--- src/rtl/reorder_buffer_if.sv ---
`default_nettype none
// +--------------------------------------------------------------------------+
// | reorder_buffer_if: issue, CDB, operand query, commit and flush signals    |
// | between the out-of-order core and the reorder buffer.                     |
// | Revision: 1.0                                                             |
// +--------------------------------------------------------------------------+
interface reorder_buffer_if #(
   parameter int ROB_AW = 4,
   parameter int DATA_W = 32,
   parameter int REG_W  = 5
);
   logic              issue_valid;
   logic [REG_W-1:0]  issue_rd;
   logic              issue_is_branch;
   logic              issue_ready;
   logic [ROB_AW-1:0] issue_tag;

   logic              cdb_valid;
   logic [ROB_AW-1:0] cdb_tag;
   logic [DATA_W-1:0] cdb_value;
   logic              cdb_mispredict;
   logic [DATA_W-1:0] cdb_target;

   logic [ROB_AW-1:0] q1_tag;
   logic              q1_ready;
   logic [DATA_W-1:0] q1_value;
   logic [ROB_AW-1:0] q2_tag;
   logic              q2_ready;
   logic [DATA_W-1:0] q2_value;

   logic              commit_valid;
   logic [ROB_AW-1:0] commit_tag;
   logic [REG_W-1:0]  updated_index;
   logic [DATA_W-1:0] updated_value;
   logic              jump_wrong;
   logic [DATA_W-1:0] jump_target;

   modport master (
      output issue_valid, issue_rd, issue_is_branch,
      input  issue_ready, issue_tag,
      output cdb_valid, cdb_tag, cdb_value, cdb_mispredict, cdb_target,
      output q1_tag, q2_tag,
      input  q1_ready, q1_value, q2_ready, q2_value,
      input  commit_valid, commit_tag, updated_index, updated_value,
      input  jump_wrong, jump_target
   );

   modport slave (
      input  issue_valid, issue_rd, issue_is_branch,
      output issue_ready, issue_tag,
      input  cdb_valid, cdb_tag, cdb_value, cdb_mispredict, cdb_target,
      input  q1_tag, q2_tag,
      output q1_ready, q1_value, q2_ready, q2_value,
      output commit_valid, commit_tag, updated_index, updated_value,
      output jump_wrong, jump_target
   );
endinterface
`default_nettype wire

--- src/rtl/reorder_buffer.sv ---
`default_nettype none
// +--------------------------------------------------------------------------+
// | reorder_buffer: circular in-order-retire buffer with CDB capture, operand |
// | look-up and mispredict flush. Optional macro ROB_BYPASS_EN forwards CDB.  |
// | Revision: 1.0                                                             |
// +--------------------------------------------------------------------------+
module reorder_buffer #(
   parameter int ROB_DEPTH = 16,
   parameter int ROB_AW    = 4,
   parameter int DATA_W    = 32,
   parameter int REG_W     = 5
) (
   input  wire logic        clk,
   input  wire logic        rst,
   input  wire logic        rdy,
   reorder_buffer_if.slave  bus
);
   localparam logic [ROB_AW:0] c_depth = (ROB_AW+1)'(ROB_DEPTH);

   logic              r_busy       [ROB_DEPTH];
   logic              r_ready      [ROB_DEPTH];
   logic [REG_W-1:0]  r_rd         [ROB_DEPTH];
   logic [DATA_W-1:0] r_value      [ROB_DEPTH];
   logic              r_is_branch  [ROB_DEPTH];
   logic              r_mispredict [ROB_DEPTH];
   logic [DATA_W-1:0] r_target     [ROB_DEPTH];

   logic [ROB_AW-1:0] r_head, r_tail;
   logic [ROB_AW:0]   r_count;
   logic              r_flush_pending;

   logic              r_commit_valid, r_jump_wrong;
   logic [ROB_AW-1:0] r_commit_tag;
   logic [REG_W-1:0]  r_updated_index;
   logic [DATA_W-1:0] r_updated_value, r_jump_target;

   logic              w_issue, w_cdb_wr, w_head_rdy, w_commit, w_jump, w_commit_mis;
   logic [DATA_W-1:0] w_commit_value, w_commit_target;

   assign bus.issue_ready   = (r_count < c_depth) && !r_flush_pending;
   assign bus.issue_tag     = r_tail;
   assign bus.commit_valid  = r_commit_valid;
   assign bus.commit_tag    = r_commit_tag;
   assign bus.updated_index = r_updated_index;
   assign bus.updated_value = r_updated_value;
   assign bus.jump_wrong    = r_jump_wrong;
   assign bus.jump_target   = r_jump_target;

   always_comb begin
      w_issue         = rdy && bus.issue_valid && bus.issue_ready;
      w_cdb_wr        = rdy && bus.cdb_valid && r_busy[bus.cdb_tag] && !r_flush_pending;
      w_commit_value  = r_value[r_head];
      w_commit_mis    = r_mispredict[r_head];
      w_commit_target = r_target[r_head];
`ifdef ROB_BYPASS_EN
      // A head entry completing this cycle retires straight from the CDB.
      w_head_rdy = r_ready[r_head] ||
                   (bus.cdb_valid && bus.cdb_tag == r_head && r_busy[r_head]);
      if (!r_ready[r_head]) begin
         w_commit_value  = bus.cdb_value;
         w_commit_mis    = bus.cdb_mispredict;
         w_commit_target = bus.cdb_target;
      end
`else
      w_head_rdy = r_ready[r_head];
`endif
      w_commit = rdy && !r_flush_pending && (r_count != '0) && w_head_rdy;
      w_jump   = w_commit && r_is_branch[r_head] && w_commit_mis;
   end

   always_comb begin
      bus.q1_ready = r_busy[bus.q1_tag] && r_ready[bus.q1_tag];
      bus.q1_value = r_value[bus.q1_tag];
      bus.q2_ready = r_busy[bus.q2_tag] && r_ready[bus.q2_tag];
      bus.q2_value = r_value[bus.q2_tag];
`ifdef ROB_BYPASS_EN
      if (bus.cdb_valid && bus.cdb_tag == bus.q1_tag && r_busy[bus.q1_tag]) begin
         bus.q1_ready = 1'b1;
         bus.q1_value = bus.cdb_value;
      end
      if (bus.cdb_valid && bus.cdb_tag == bus.q2_tag && r_busy[bus.q2_tag]) begin
         bus.q2_ready = 1'b1;
         bus.q2_value = bus.cdb_value;
      end
`endif
   end

   always_ff @(posedge clk or negedge rst) begin
      if (!rst) begin
         r_head          <= '0;
         r_tail          <= '0;
         r_count         <= '0;
         r_flush_pending <= 1'b0;
         r_commit_valid  <= 1'b0;
         r_commit_tag    <= '0;
         r_updated_index <= '0;
         r_updated_value <= '0;
         r_jump_wrong    <= 1'b0;
         r_jump_target   <= '0;
         for (int i = 0; i < ROB_DEPTH; i++) begin
            r_busy[i]  <= 1'b0;
            r_ready[i] <= 1'b0;
         end
      end else if (!rdy) begin
         r_commit_valid <= 1'b0;
         r_jump_wrong   <= 1'b0;
      end else if (r_flush_pending) begin
         for (int i = 0; i < ROB_DEPTH; i++) r_busy[i] <= 1'b0;
         r_head          <= '0;
         r_tail          <= '0;
         r_count         <= '0;
         r_flush_pending <= 1'b0;
         r_commit_valid  <= 1'b0;
         r_jump_wrong    <= 1'b0;
      end else begin
         r_commit_valid <= w_commit;
         r_jump_wrong   <= w_jump;
         if (w_cdb_wr) r_ready[bus.cdb_tag] <= 1'b1;
         if (w_commit) begin
            r_busy[r_head]  <= 1'b0;
            r_head          <= r_head + ROB_AW'(1);
            r_commit_tag    <= r_head;
            r_updated_index <= r_rd[r_head];
            r_updated_value <= w_commit_value;
         end
         if (w_jump) begin
            r_jump_target   <= w_commit_target;
            r_flush_pending <= 1'b1;
         end
         // A full buffer never issues, so tail cannot collide with head here.
         if (w_issue) begin
            r_busy[r_tail]  <= 1'b1;
            r_ready[r_tail] <= 1'b0;
            r_tail          <= r_tail + ROB_AW'(1);
         end
         r_count <= r_count + (ROB_AW+1)'(w_issue) - (ROB_AW+1)'(w_commit);
      end
   end

   always_ff @(posedge clk) begin
      if (w_issue) begin
         r_rd[r_tail]         <= bus.issue_rd;
         r_is_branch[r_tail]  <= bus.issue_is_branch;
         r_mispredict[r_tail] <= 1'b0;
      end
      if (w_cdb_wr) begin
         r_value[bus.cdb_tag]      <= bus.cdb_value;
         r_mispredict[bus.cdb_tag] <= bus.cdb_mispredict;
         r_target[bus.cdb_tag]     <= bus.cdb_target;
      end
   end
endmodule
`default_nettype wire

--- src/flat_wrapper.sv ---
// flat-port wrapper written by rule: the top's interface ports become plain ports
module reorder_buffer_flat 
#(
   parameter int ROB_DEPTH = 16,
   parameter int ROB_AW    = 4,
   parameter int DATA_W    = 32,
   parameter int REG_W     = 5
)
  (clk, rst, rdy, bus_issue_valid, bus_issue_rd, bus_issue_is_branch, bus_issue_ready, bus_issue_tag, bus_cdb_valid, bus_cdb_tag, bus_cdb_value, bus_cdb_mispredict, bus_cdb_target, bus_q1_tag, bus_q2_tag, bus_q1_ready, bus_q1_value, bus_q2_ready, bus_q2_value, bus_commit_valid, bus_commit_tag, bus_updated_index, bus_updated_value, bus_jump_wrong, bus_jump_target);
  reorder_buffer_if #(.ROB_AW(ROB_AW), .DATA_W(DATA_W), .REG_W(REG_W)) bus_i ();
  input  wire logic clk;
  input  wire logic rst;
  input  wire logic rdy;
  input wire logic [$bits(bus_i.issue_valid)-1:0] bus_issue_valid;
  input wire logic [$bits(bus_i.issue_rd)-1:0] bus_issue_rd;
  input wire logic [$bits(bus_i.issue_is_branch)-1:0] bus_issue_is_branch;
  output wire logic [$bits(bus_i.issue_ready)-1:0] bus_issue_ready;
  output wire logic [$bits(bus_i.issue_tag)-1:0] bus_issue_tag;
  input wire logic [$bits(bus_i.cdb_valid)-1:0] bus_cdb_valid;
  input wire logic [$bits(bus_i.cdb_tag)-1:0] bus_cdb_tag;
  input wire logic [$bits(bus_i.cdb_value)-1:0] bus_cdb_value;
  input wire logic [$bits(bus_i.cdb_mispredict)-1:0] bus_cdb_mispredict;
  input wire logic [$bits(bus_i.cdb_target)-1:0] bus_cdb_target;
  input wire logic [$bits(bus_i.q1_tag)-1:0] bus_q1_tag;
  input wire logic [$bits(bus_i.q2_tag)-1:0] bus_q2_tag;
  output wire logic [$bits(bus_i.q1_ready)-1:0] bus_q1_ready;
  output wire logic [$bits(bus_i.q1_value)-1:0] bus_q1_value;
  output wire logic [$bits(bus_i.q2_ready)-1:0] bus_q2_ready;
  output wire logic [$bits(bus_i.q2_value)-1:0] bus_q2_value;
  output wire logic [$bits(bus_i.commit_valid)-1:0] bus_commit_valid;
  output wire logic [$bits(bus_i.commit_tag)-1:0] bus_commit_tag;
  output wire logic [$bits(bus_i.updated_index)-1:0] bus_updated_index;
  output wire logic [$bits(bus_i.updated_value)-1:0] bus_updated_value;
  output wire logic [$bits(bus_i.jump_wrong)-1:0] bus_jump_wrong;
  output wire logic [$bits(bus_i.jump_target)-1:0] bus_jump_target;
  assign bus_i.issue_valid = bus_issue_valid;
  assign bus_i.issue_rd = bus_issue_rd;
  assign bus_i.issue_is_branch = bus_issue_is_branch;
  assign bus_issue_ready = bus_i.issue_ready;
  assign bus_issue_tag = bus_i.issue_tag;
  assign bus_i.cdb_valid = bus_cdb_valid;
  assign bus_i.cdb_tag = bus_cdb_tag;
  assign bus_i.cdb_value = bus_cdb_value;
  assign bus_i.cdb_mispredict = bus_cdb_mispredict;
  assign bus_i.cdb_target = bus_cdb_target;
  assign bus_i.q1_tag = bus_q1_tag;
  assign bus_i.q2_tag = bus_q2_tag;
  assign bus_q1_ready = bus_i.q1_ready;
  assign bus_q1_value = bus_i.q1_value;
  assign bus_q2_ready = bus_i.q2_ready;
  assign bus_q2_value = bus_i.q2_value;
  assign bus_commit_valid = bus_i.commit_valid;
  assign bus_commit_tag = bus_i.commit_tag;
  assign bus_updated_index = bus_i.updated_index;
  assign bus_updated_value = bus_i.updated_value;
  assign bus_jump_wrong = bus_i.jump_wrong;
  assign bus_jump_target = bus_i.jump_target;
  reorder_buffer #(.ROB_DEPTH(ROB_DEPTH), .ROB_AW(ROB_AW), .DATA_W(DATA_W), .REG_W(REG_W)) u_core (.clk(clk), .rst(rst), .rdy(rdy), .bus(bus_i));
endmodule
--- config.mk ---
export PLATFORM = sky130hd
export DESIGN_NAME = reorder_buffer_flat
export DESIGN_NICKNAME = d
export VERILOG_FILES = /design/src/rtl/reorder_buffer_if.sv /design/src/rtl/reorder_buffer.sv /design/src/flat_wrapper.sv
export SDC_FILE = /design/constraint.sdc
export NUM_CORES = 1
export LEC_CHECK = 0
export BUFFER_PORTS_ARGS = -buffer_cell sky130_fd_sc_hd__buf_2
export CORE_ASPECT_RATIO = 1.25
export CORE_UTILIZATION = 45
export CTS_CLUSTER_SIZE = 28
export DETAILED_ROUTE_END_ITERATION = 8
export GPL_TIMING_DRIVEN = 0
export MAX_ROUTING_LAYER = met4
export PLACE_DENSITY = 0.69
export SYNTH_ARGS = -nofsm -noshare
export SYNTH_HDL_FRONTEND = slang
export SYNTH_SLANG_ARGS = --single-unit
export TNS_END_PERCENT = 1
--- constraint.sdc ---
create_clock -name clk -period 13.3 [get_ports clk]
set_clock_uncertainty 0.15 [all_clocks]
set_input_delay 1.33 -clock clk [delete_from_list [all_inputs] [get_ports clk]]
set_output_delay 1.33 -clock clk [all_outputs]
set_load 0.005 [all_outputs]
Yosys cells after proc, flatten, opt, wreduce, memory -nomap -nowiden
Memories as Yosys holds them, arrays and structs flattened. A register that Yosys moved wholly into a read port is not among the register bits. Cells that the tools add are included. Widths: inputs -> output; s select.

$mul: 0. Reduce and logical (&&, ||, !) cells: 28. Div/mod/pow operators: 0. Magnitude comparators: 9. Equality and inequality tests: 0. Mux-type cells: 48. Shift-type cells: 0. Bitwise gates (word level): 12. Add/subtract/negate cells: 4.

Operators by type and width (number): $mux 16 (9); $and 16x16->16 (2); $not 16->16 (2); $or 16x16->16 (2); $ge 5x5->1 const B (5); $mux 1 (25); $not 4->5 (5); $bmux 1 s4 (6); $logic_and 1x1->1 (16); $mux 4 (4); $lt 5x1->1 const B (3); $demux 1 s4 (3); $add 4x1->4 const B (2); $reduce_and 2->1 (3); $reduce_and 3->1 (2); $add 5x1->5 (1); $lt 5x5->1 const B (1); $mux 5 (1); $reduce_bool 5->1 (1); $sub 5x1->5 (1); $logic_not 1->1 (4); $reduce_bool 2->1 (2); $not 1->1 (1).

Output and inout port bits: 146. Bits in latches: 0. Bits in read-only memories: 0. Input bits: 88. Memories kept: 5. Bits in registers: 52. RAM bits: 1136.

Memories: u_core.r_target (depth 16, bits a word 32, read ports 1, clocked after Yosys merged registers in 1, wr ports 1, line reorder_buffer.sv:26) `logic [DATA_W-1:0] r_target [ROB_DEPTH];`; u_core.r_value (depth 16, bits a word 32, read ports 3, clocked after Yosys merged registers in 1, wr ports 1, line reorder_buffer.sv:23) `logic [DATA_W-1:0] r_value [ROB_DEPTH];`; u_core.r_rd (depth 16, bits a word 5, read ports 1, clocked after Yosys merged registers in 1, wr ports 1, line reorder_buffer.sv:22) `logic [REG_W-1:0] r_rd [ROB_DEPTH];`; u_core.r_is_branch (depth 16, bits a word 1, read ports 1, clocked after Yosys merged registers in 0, wr ports 1, line reorder_buffer.sv:24) `logic r_is_branch [ROB_DEPTH];`; u_core.r_mispredict (depth 16, bits a word 1, read ports 1, clocked after Yosys merged registers in 0, wr ports 2, line reorder_buffer.sv:25) `logic r_mispredict [ROB_DEPTH];`.

Longest topological paths before layout
Gate-level depths: netlist of the first run.

Depth after elaboration: 13. Gate-level depth with buffers: 20.

Least setup slack after synthesis of the first run
OpenSTA, ideal clock, no wires.

Kind: input port to flip-flop. From: in bus_cdb_tag[0]. To: mem u_core.r_mispredict[7], enable pin. Stages: 5. Path slack: 7.598 ns. Arrival time: 5.248 ns. Library setup time: 0.304 ns. Required time: 12.846 ns. Path through: clkbuf_1 > mux4_2 > nand3b_1 > nor2_1 > or2_2.

RTL lines: from (decl) (line flat_wrapper.sv:20) `input wire logic [$bits(bus_i.cdb_tag)-1:0] bus_cdb_tag;`; to (decl) (line reorder_buffer.sv:25).

Final worst setup path of the first run
From: in bus_q1_tag[1]. To: out bus_q1_value[1].

Longest elaborated chain between the ends: 1.

RTL lines: from (decl) (line flat_wrapper.sv:24) `input wire logic [$bits(bus_i.q1_tag)-1:0] bus_q1_tag;`; $mem_v2 16x32; to (decl) (line flat_wrapper.sv:27) `output wire logic [$bits(bus_i.q1_value)-1:0] bus_q1_value;`.

No other way between the ends.

==> impl_metrics.toml, run 1 <==
[die]
design.core.area_um2 = 123000
die_y_um = 396
dieArea_um2 = 126000
initial_core_util_pct = 45.4
fp.dieW_um = 317
rows = 144
boundaryPins = 234

[route]
drt_iter0_markers = 4622
routed-via-count = 31200
dr.pass1.iters = 8
drc = 0
vias_per_cell = 6.67
antenna_left = 0
wirelength_um = 171000
post_drt_wl_per_cell_um = 36.6

[worst_setup_path]
slowest_delay_ps = 1080
reg2reg_to = "u_core.r_count[4]"
reg2reg_slack_ps = 7970
crit_required_ps = 11820
cp_cell_sequence = "clkbuf_1 > clkbuf_1 > buf_1 > mux4_2 > mux4_2 > buf_2"
slowest_stage = "buf_1"
critPathLaunchType = "input pin"
crit_path_end_kind = "output port"
worstSetupPathType = "in -> out"
worstPathMaxFanout = 10
reg2reg_depth = 20
worstReg2RegStart = "u_core.r_count[3]"
cp.arrival_ps = 4630

[logic_synthesis]
post_synth.cell_area_avg_um2 = 22.1
synth_edf_count = 1136
ys_seq_area_share_pct = 66.4
synth_top_area_share_pct = 61.0
yosysMostFrequentCell = "edfxtp_1"
yosysWarningCount = 0
synthFlopType = "edfxtp_1"
yosys.area.top_type = "edfxtp_1"
yosysUniqueCellTypes = 55
synth_async_sr_flop_share_pct = 9.63
netlist_instances = 2528
synth-seq-cells = 1257
yosys-top-cells-area = "edfxtp_1 (61%), mux4_2 (27%), dfrtp_1 (5.4%), mux2_2 (0.91%), clkbuf_1 (0.64%)"
netlist_area_um2 = 55900
synthTopCellsByCount = "edfxtp_1 (1136), mux4_2 (673), dfrtp_1 (121)"
syn-num-nets = 2631

[clock_tree]
cts_resized = 0
insertion_delay_ps = 790
htreeDepth = 4
cts_hold_buffers = 0
cts.sinks = 1257
clockBufferDepth = 3
cts_tree = "built"
root_buffer = "clkbuf_16"
postCtsSetupRepairBufs = 0
clk_pin_slew_ps = 60
cts_buffers = 131

[timing]
rsz0062_at_grt = "false"
drv_slew = 0
setup_ws_ps = 7190
final.period_utilization_pct = 45.9
fin_hold_ws_ps = 333
final.min_clock_period_ps = 6110
setup_viol_count_final = 0
finalHoldViolations = 0
relSlewSlack_pct = 4.90
fmax_mhz = 164
setup_tns_ps = 0
tightest_slew_ps = 1430

[pwr]
power_uw = 11700
leakagePower_uw = 0.0211
peakVddDrop_mv = 0.141
p_per_area_nw_per_um2 = 180
p_sw_uw = 3550
clkPwrFrac_pct = 31.1
p_sw_share_pct = 30.4
power_frac_seq_pct = 40.1
p_int_uw = 8110
p_comb_share_pct = 28.7

[run_status]
outcome = "completed"

[placement]
gp_congestion = 0.909
hpwl_um = 115000
io_buffers = 223
dp_slack_ps = 7290

[layout]
syn_to_final_growth_pct = 15.7
ff_latch_area_um2 = 37100
fin_nets = 3044
fillCellCount = 9492
layout-drive-gt1-share_pct = 42.0
multi_input_area_um2 = 18000

[run]
cap_violations = 0

[worst_hold_path]
hp-class = "in -> async"

[global_routing]
grt_pass1_vias = 32500
grt_pass1_wl_um = 239000
grt_max_degree = 81
antenna_found_initial = 26
grt_use_total_pct = 28.4
overflow = 0
-- per-layer routing --
layer | wire length [µm] | global-route usage (%) | vias up
met5 | 0 | - | -
met4 | 8960 | 13.7 | 0
met3 | 16200 | 5.58 | 508
met2 | 87000 | 46.3 | 2091
met1 | 59100 | 33.9 | 16700
li1 | - | - | 11900
-- critical path, delay by kind of cell --
kind	cells	cell delay, ps
buffers and inverters	4	2270
multiplexers	2	1020
-- sequential cells by signal, summed over array words and instances (netlist names) --
| name | count |
|---|---|
| u_core.bus.updated_index | 5 |
| u_core.r_mispredict | 16 |
| u_core.r_count | 5 |
| u_core.r_is_branch | 16 |
| u_core.r_busy | 16 |
| u_core.bus.jump_wrong | 1 |
| u_core.r_flush_pending | 1 |
| u_core.r_rd | 80 |
| u_core.r_ready | 16 |
| u_core.bus.commit_tag | 4 |
| u_core.bus.jump_target | 32 |
| u_core.bus.issue_tag | 4 |
| u_core.r_head | 4 |
| u_core.r_value | 512 |
| u_core.bus.updated_value | 32 |
| u_core.r_target | 512 |
| u_core.bus.commit_valid | 1 |
-- placed cells by master (no fill, tap or decap), types with 10 or more instances in the layout --
cell       instances
a21oi_1           22
a31oi_1           10
and2_1            19
buf_1             40
buf_12            44
buf_16            12
buf_2            259
clkbuf_1         121
clkbuf_16        133
clkinv_1          22
clkinv_2          23
dfrtp_1          121
diode_2           18
edfxtp_1        1136
ha_1              14
inv_1             31
mux2_2            45
mux2_4            20
mux4_2           673
nand2_1           49
nand3_1           13
nor2_1            47
nor2_4            16
o21ai_0           30
-- worst max-delay path by stage --
stage / endpoint / start / slack [ps] / cells past startpoint
after floorplan: u_core.r_mispredict[7] / bus_cdb_tag[0] / 7600 / 5
after global placement: u_core.r_mispredict[4] / bus_cdb_tag[0] / 2590 / 5
after detailed placement: u_core.r_count[4] / rdy / 7290 / 19
after CTS: bus_q1_value[1] / bus_q1_tag[1] / 7360 / 6
after global routing: bus_q2_value[1] / bus_q2_tag[1] / 7250 / 6
final: bus_q1_value[1] / bus_q1_tag[1] / 7190 / 6
-- cell type report --
cell class                 instances  share of cell area [%]
clock inverter                    76                    1.09
multi-input combinational       1061                    27.9
tap                             1606                    3.11
timing repair buffer             280                    3.63
antenna                           18                  0.0696
sequential                      1257                    57.4
buffer                           177                    1.14
clock buffer                     167                    5.47
inverter                          33                   0.191
-- cell families after synthesis --
| family | count (synthesis) | share of synthesized area [%] |
|---|---|---|
| compound gates | 112 | 1.32 |
| buf+inv | 210 | 1.54 |
| mux | 749 | 28.8 |
| simple gates | 183 | 1.59 |
| xor+xnor | 2 | 0.0313 |
| flops | 1257 | 66.4 |
| fa+ha+maj | 15 | 0.349 |
-- power by group through the flow --
stage                     logic [µW]  registers [µW]  clock network [µW]
after floorplan                 2140            4710                   0
after global placement          3290            4750                   0
after detailed placement        3350            4750                   0
after CTS                       3370            4670                3660
after global routing            3500            4690                3790
final                           3350            4680                3630
-- per-stage QoR --
step	cell area, µm²	instances	util (%)
final	64700	4675	52.5
after global routing	64700	4672	52.5
after detailed placement	60400	4412	49.0
after CTS	64600	4655	52.4
after floorplan	55900	2528	-
after global placement	59100	4357	47.9
(Power assumes the default switching activity.)
==> run 2: changes to the inputs <==
==> constraint.sdc (replaced) <==
create_clock -name clk -period 6 [get_ports clk]
set_clock_uncertainty 0.15 [all_clocks]
set_input_delay 0.6 -clock clk [delete_from_list [all_inputs] [get_ports clk]]
set_output_delay 0.6 -clock clk [all_outputs]
set_load 0.005 [all_outputs]
==> impl_metrics.toml, run 2 (synthesis gave the netlist of run 1 again) <==
[route]
routed-via-count = 31300
drt_iter0_markers = 4384
antenna_left = 0
post_drt_wl_per_cell_um = 36.6
wirelength_um = 171000
drc = 0
vias_per_cell = 6.68
dr.pass1.iters = 6

[worst_setup_path]
critPathLaunchType = "flip-flop"
slowest_stage = "o41ai_1"
cp_cell_sequence = "inv_1 > ha_1 > inv_1 > o41ai_1 > or4_1 > nor2b_4 > inv_1 > buf_2 > buf_2 > ha_1 > inv_1 > ha_1 > inv_1 > fa_1 > nor2b_1 > nor2_1 > o21bai_1 > xnor2_1 > mux2i_1 > o2bb2ai_1"
path_common_cell = "inv_1"
crit_required_ps = 6470
slowest_delay_ps = 1150
crit_path_end_kind = "flip-flop"
cp.arrival_ps = 5860
worstReg2RegStart = "u_core.r_count[3]"
worstPathMaxFanout = 10
crit_start = "u_core.r_count[3]"
worstSetupPathType = "reg -> reg"

[clock_tree]
cts_resized = 0
insertion_delay_ps = 790
htreeDepth = 4
clk_pin_slew_ps = 70
postCtsSetupRepairBufs = 0
cts_buffers = 131
cts_hold_buffers = 4
cts.sinks = 1257
root_buffer = "clkbuf_16"
cts_tree = "built"
clockBufferDepth = 3

[pwr]
power_uw = 25800
p_sw_uw = 7870
p_int_uw = 18000
p_sw_share_pct = 30.5
peakVddDrop_mv = 0.308
leakagePower_uw = 0.0211
p_comb_share_pct = 28.7
p_per_area_nw_per_um2 = 399
clkPwrFrac_pct = 31.1
power_frac_seq_pct = 40.1

[die]
rows = 144
boundaryPins = 234
design.core.area_um2 = 123000
fp.dieW_um = 317
die_y_um = 396
dieArea_um2 = 126000
initial_core_util_pct = 45.4

[layout]
final_common_cell = "edfxtp_1"
syn_to_final_growth_pct = 15.7
fillCellCount = 9488
layout-drive-gt1-share_pct = 42.0
fin_cells = 4678
top_regs = "u_core.r_target (512), u_core.r_value (512), u_core.r_rd (80)"
layout_common_cells = "edfxtp_1 (1136), mux4_2 (673), buf_2 (259), clkbuf_16 (133)"
fin_nets = 3048
fin_util_pct = 52.5

[timing]
final.period_utilization_pct = 89.8
setup_viol_count_final = 0
setup_tns_ps = 0
tightest_slew_ps = 1450
finalHoldViolations = 0
fmax_mhz = 186
drv_slew = 0
rsz0062_at_grt = "false"
setup_ws_ps = 614
final.min_clock_period_ps = 5390
relSlewSlack_pct = 3.66

[placement]
gp_congestion = 0.909
io_buffers = 223
hpwl_um = 115000
dp_cells = 4412
dp_slack_ps = 724

[global_routing]
antenna_found_initial = 25
grt_pass1_wl_um = 239000
grt_max_degree = 81
overflow = 0
grt_use_total_pct = 28.4
grt_pass1_vias = 32500

[worst_hold_path]
hp-class = "in -> reg"
hp-start = "bus_cdb_target[9]"

[run_status]
outcome = "completed"

[run]
cap_violations = 0
-- run 2: cell types whose count changed in the layout (fill, tap and decap cells not counted), sizes merged --
cell         previous run  this run
dlygate4sd3             0         4
diode                  18        17
-- run 2: worst paths after layout --
kind	to	slack [ps]	cells past startpoint
min in group asynchronous	u_core.bus.updated_value[22]	180	2
max in group asynchronous	u_core.bus.updated_value[28]	4610	3
hold reg to reg	u_core.bus.jump_target[18]	340	1
hold / removal	u_core.r_target[15][9]	40	1
setup reg to reg	u_core.r_count[4]	610	20
setup / recovery	u_core.r_count[4]	610	20
-- run 2: area by class of cell --
class	count	area [µm²]	area share (%)
Buffer	177	738	1.14
Clock inverter	76	707	1.09
Inverter	33	124	0.191
Tap cell	1606	2010	3.10
Antenna cell	17	42.5	0.0657
Clock buffer	167	3540	5.46
Timing Repair Buffer	284	2390	3.69
Sequential cell	1257	37100	57.4
Multi-Input combinational cell	1061	18000	27.9
-- run 2: metal layers --
| metal | up-vias | track usage [%] | part of all wire, % |
|---|---|---|---|
| met3 | 502 | 5.55 | 9.7 |
| met1 | 16700 | 34.0 | 34 |
| met5 | - | - | 0 |
| met4 | 0 | 13.7 | 5.0 |
| li1 | 11900 | - | - |
| met2 | 2140 | 46.3 | 51 |
-- run 2: metrics by stage --
stage          area (µm²)  hold WS (ps)
6_report            64700          40.4
3_5_place_dp        60400           327
2_1_floorplan       55900           154
4_1_cts             64600         0.601
3_3_place_gp        59100           323
5_1_grt             64700          30.9
-- run 2: worst max-delay path, delay by kind of cell (launching register included) --
family                     cells  cell delay (ps)
muxes                          1              210
adders and majority gates      4             1040
DFF                            1              390
and+or+nand+nor                4              790
AOI/OAI and AO/OA              3             1400
xor gates and xnor gates       1              170
buffers and inverters          7             1110
-- run 2: power by group through the flow --
| stage | sequential, µW | clock [µW] | combinational (µW) |
|---|---|---|---|
| 3_5_place_dp | 10500 | 0 | 7430 |
| 2_1_floorplan | 10400 | 0 | 4740 |
| 5_1_grt | 10400 | 8410 | 7760 |
| 3_3_place_gp | 10500 | 0 | 7290 |
| 6_report | 10400 | 8050 | 7420 |
| 4_1_cts | 10400 | 8110 | 7470 |
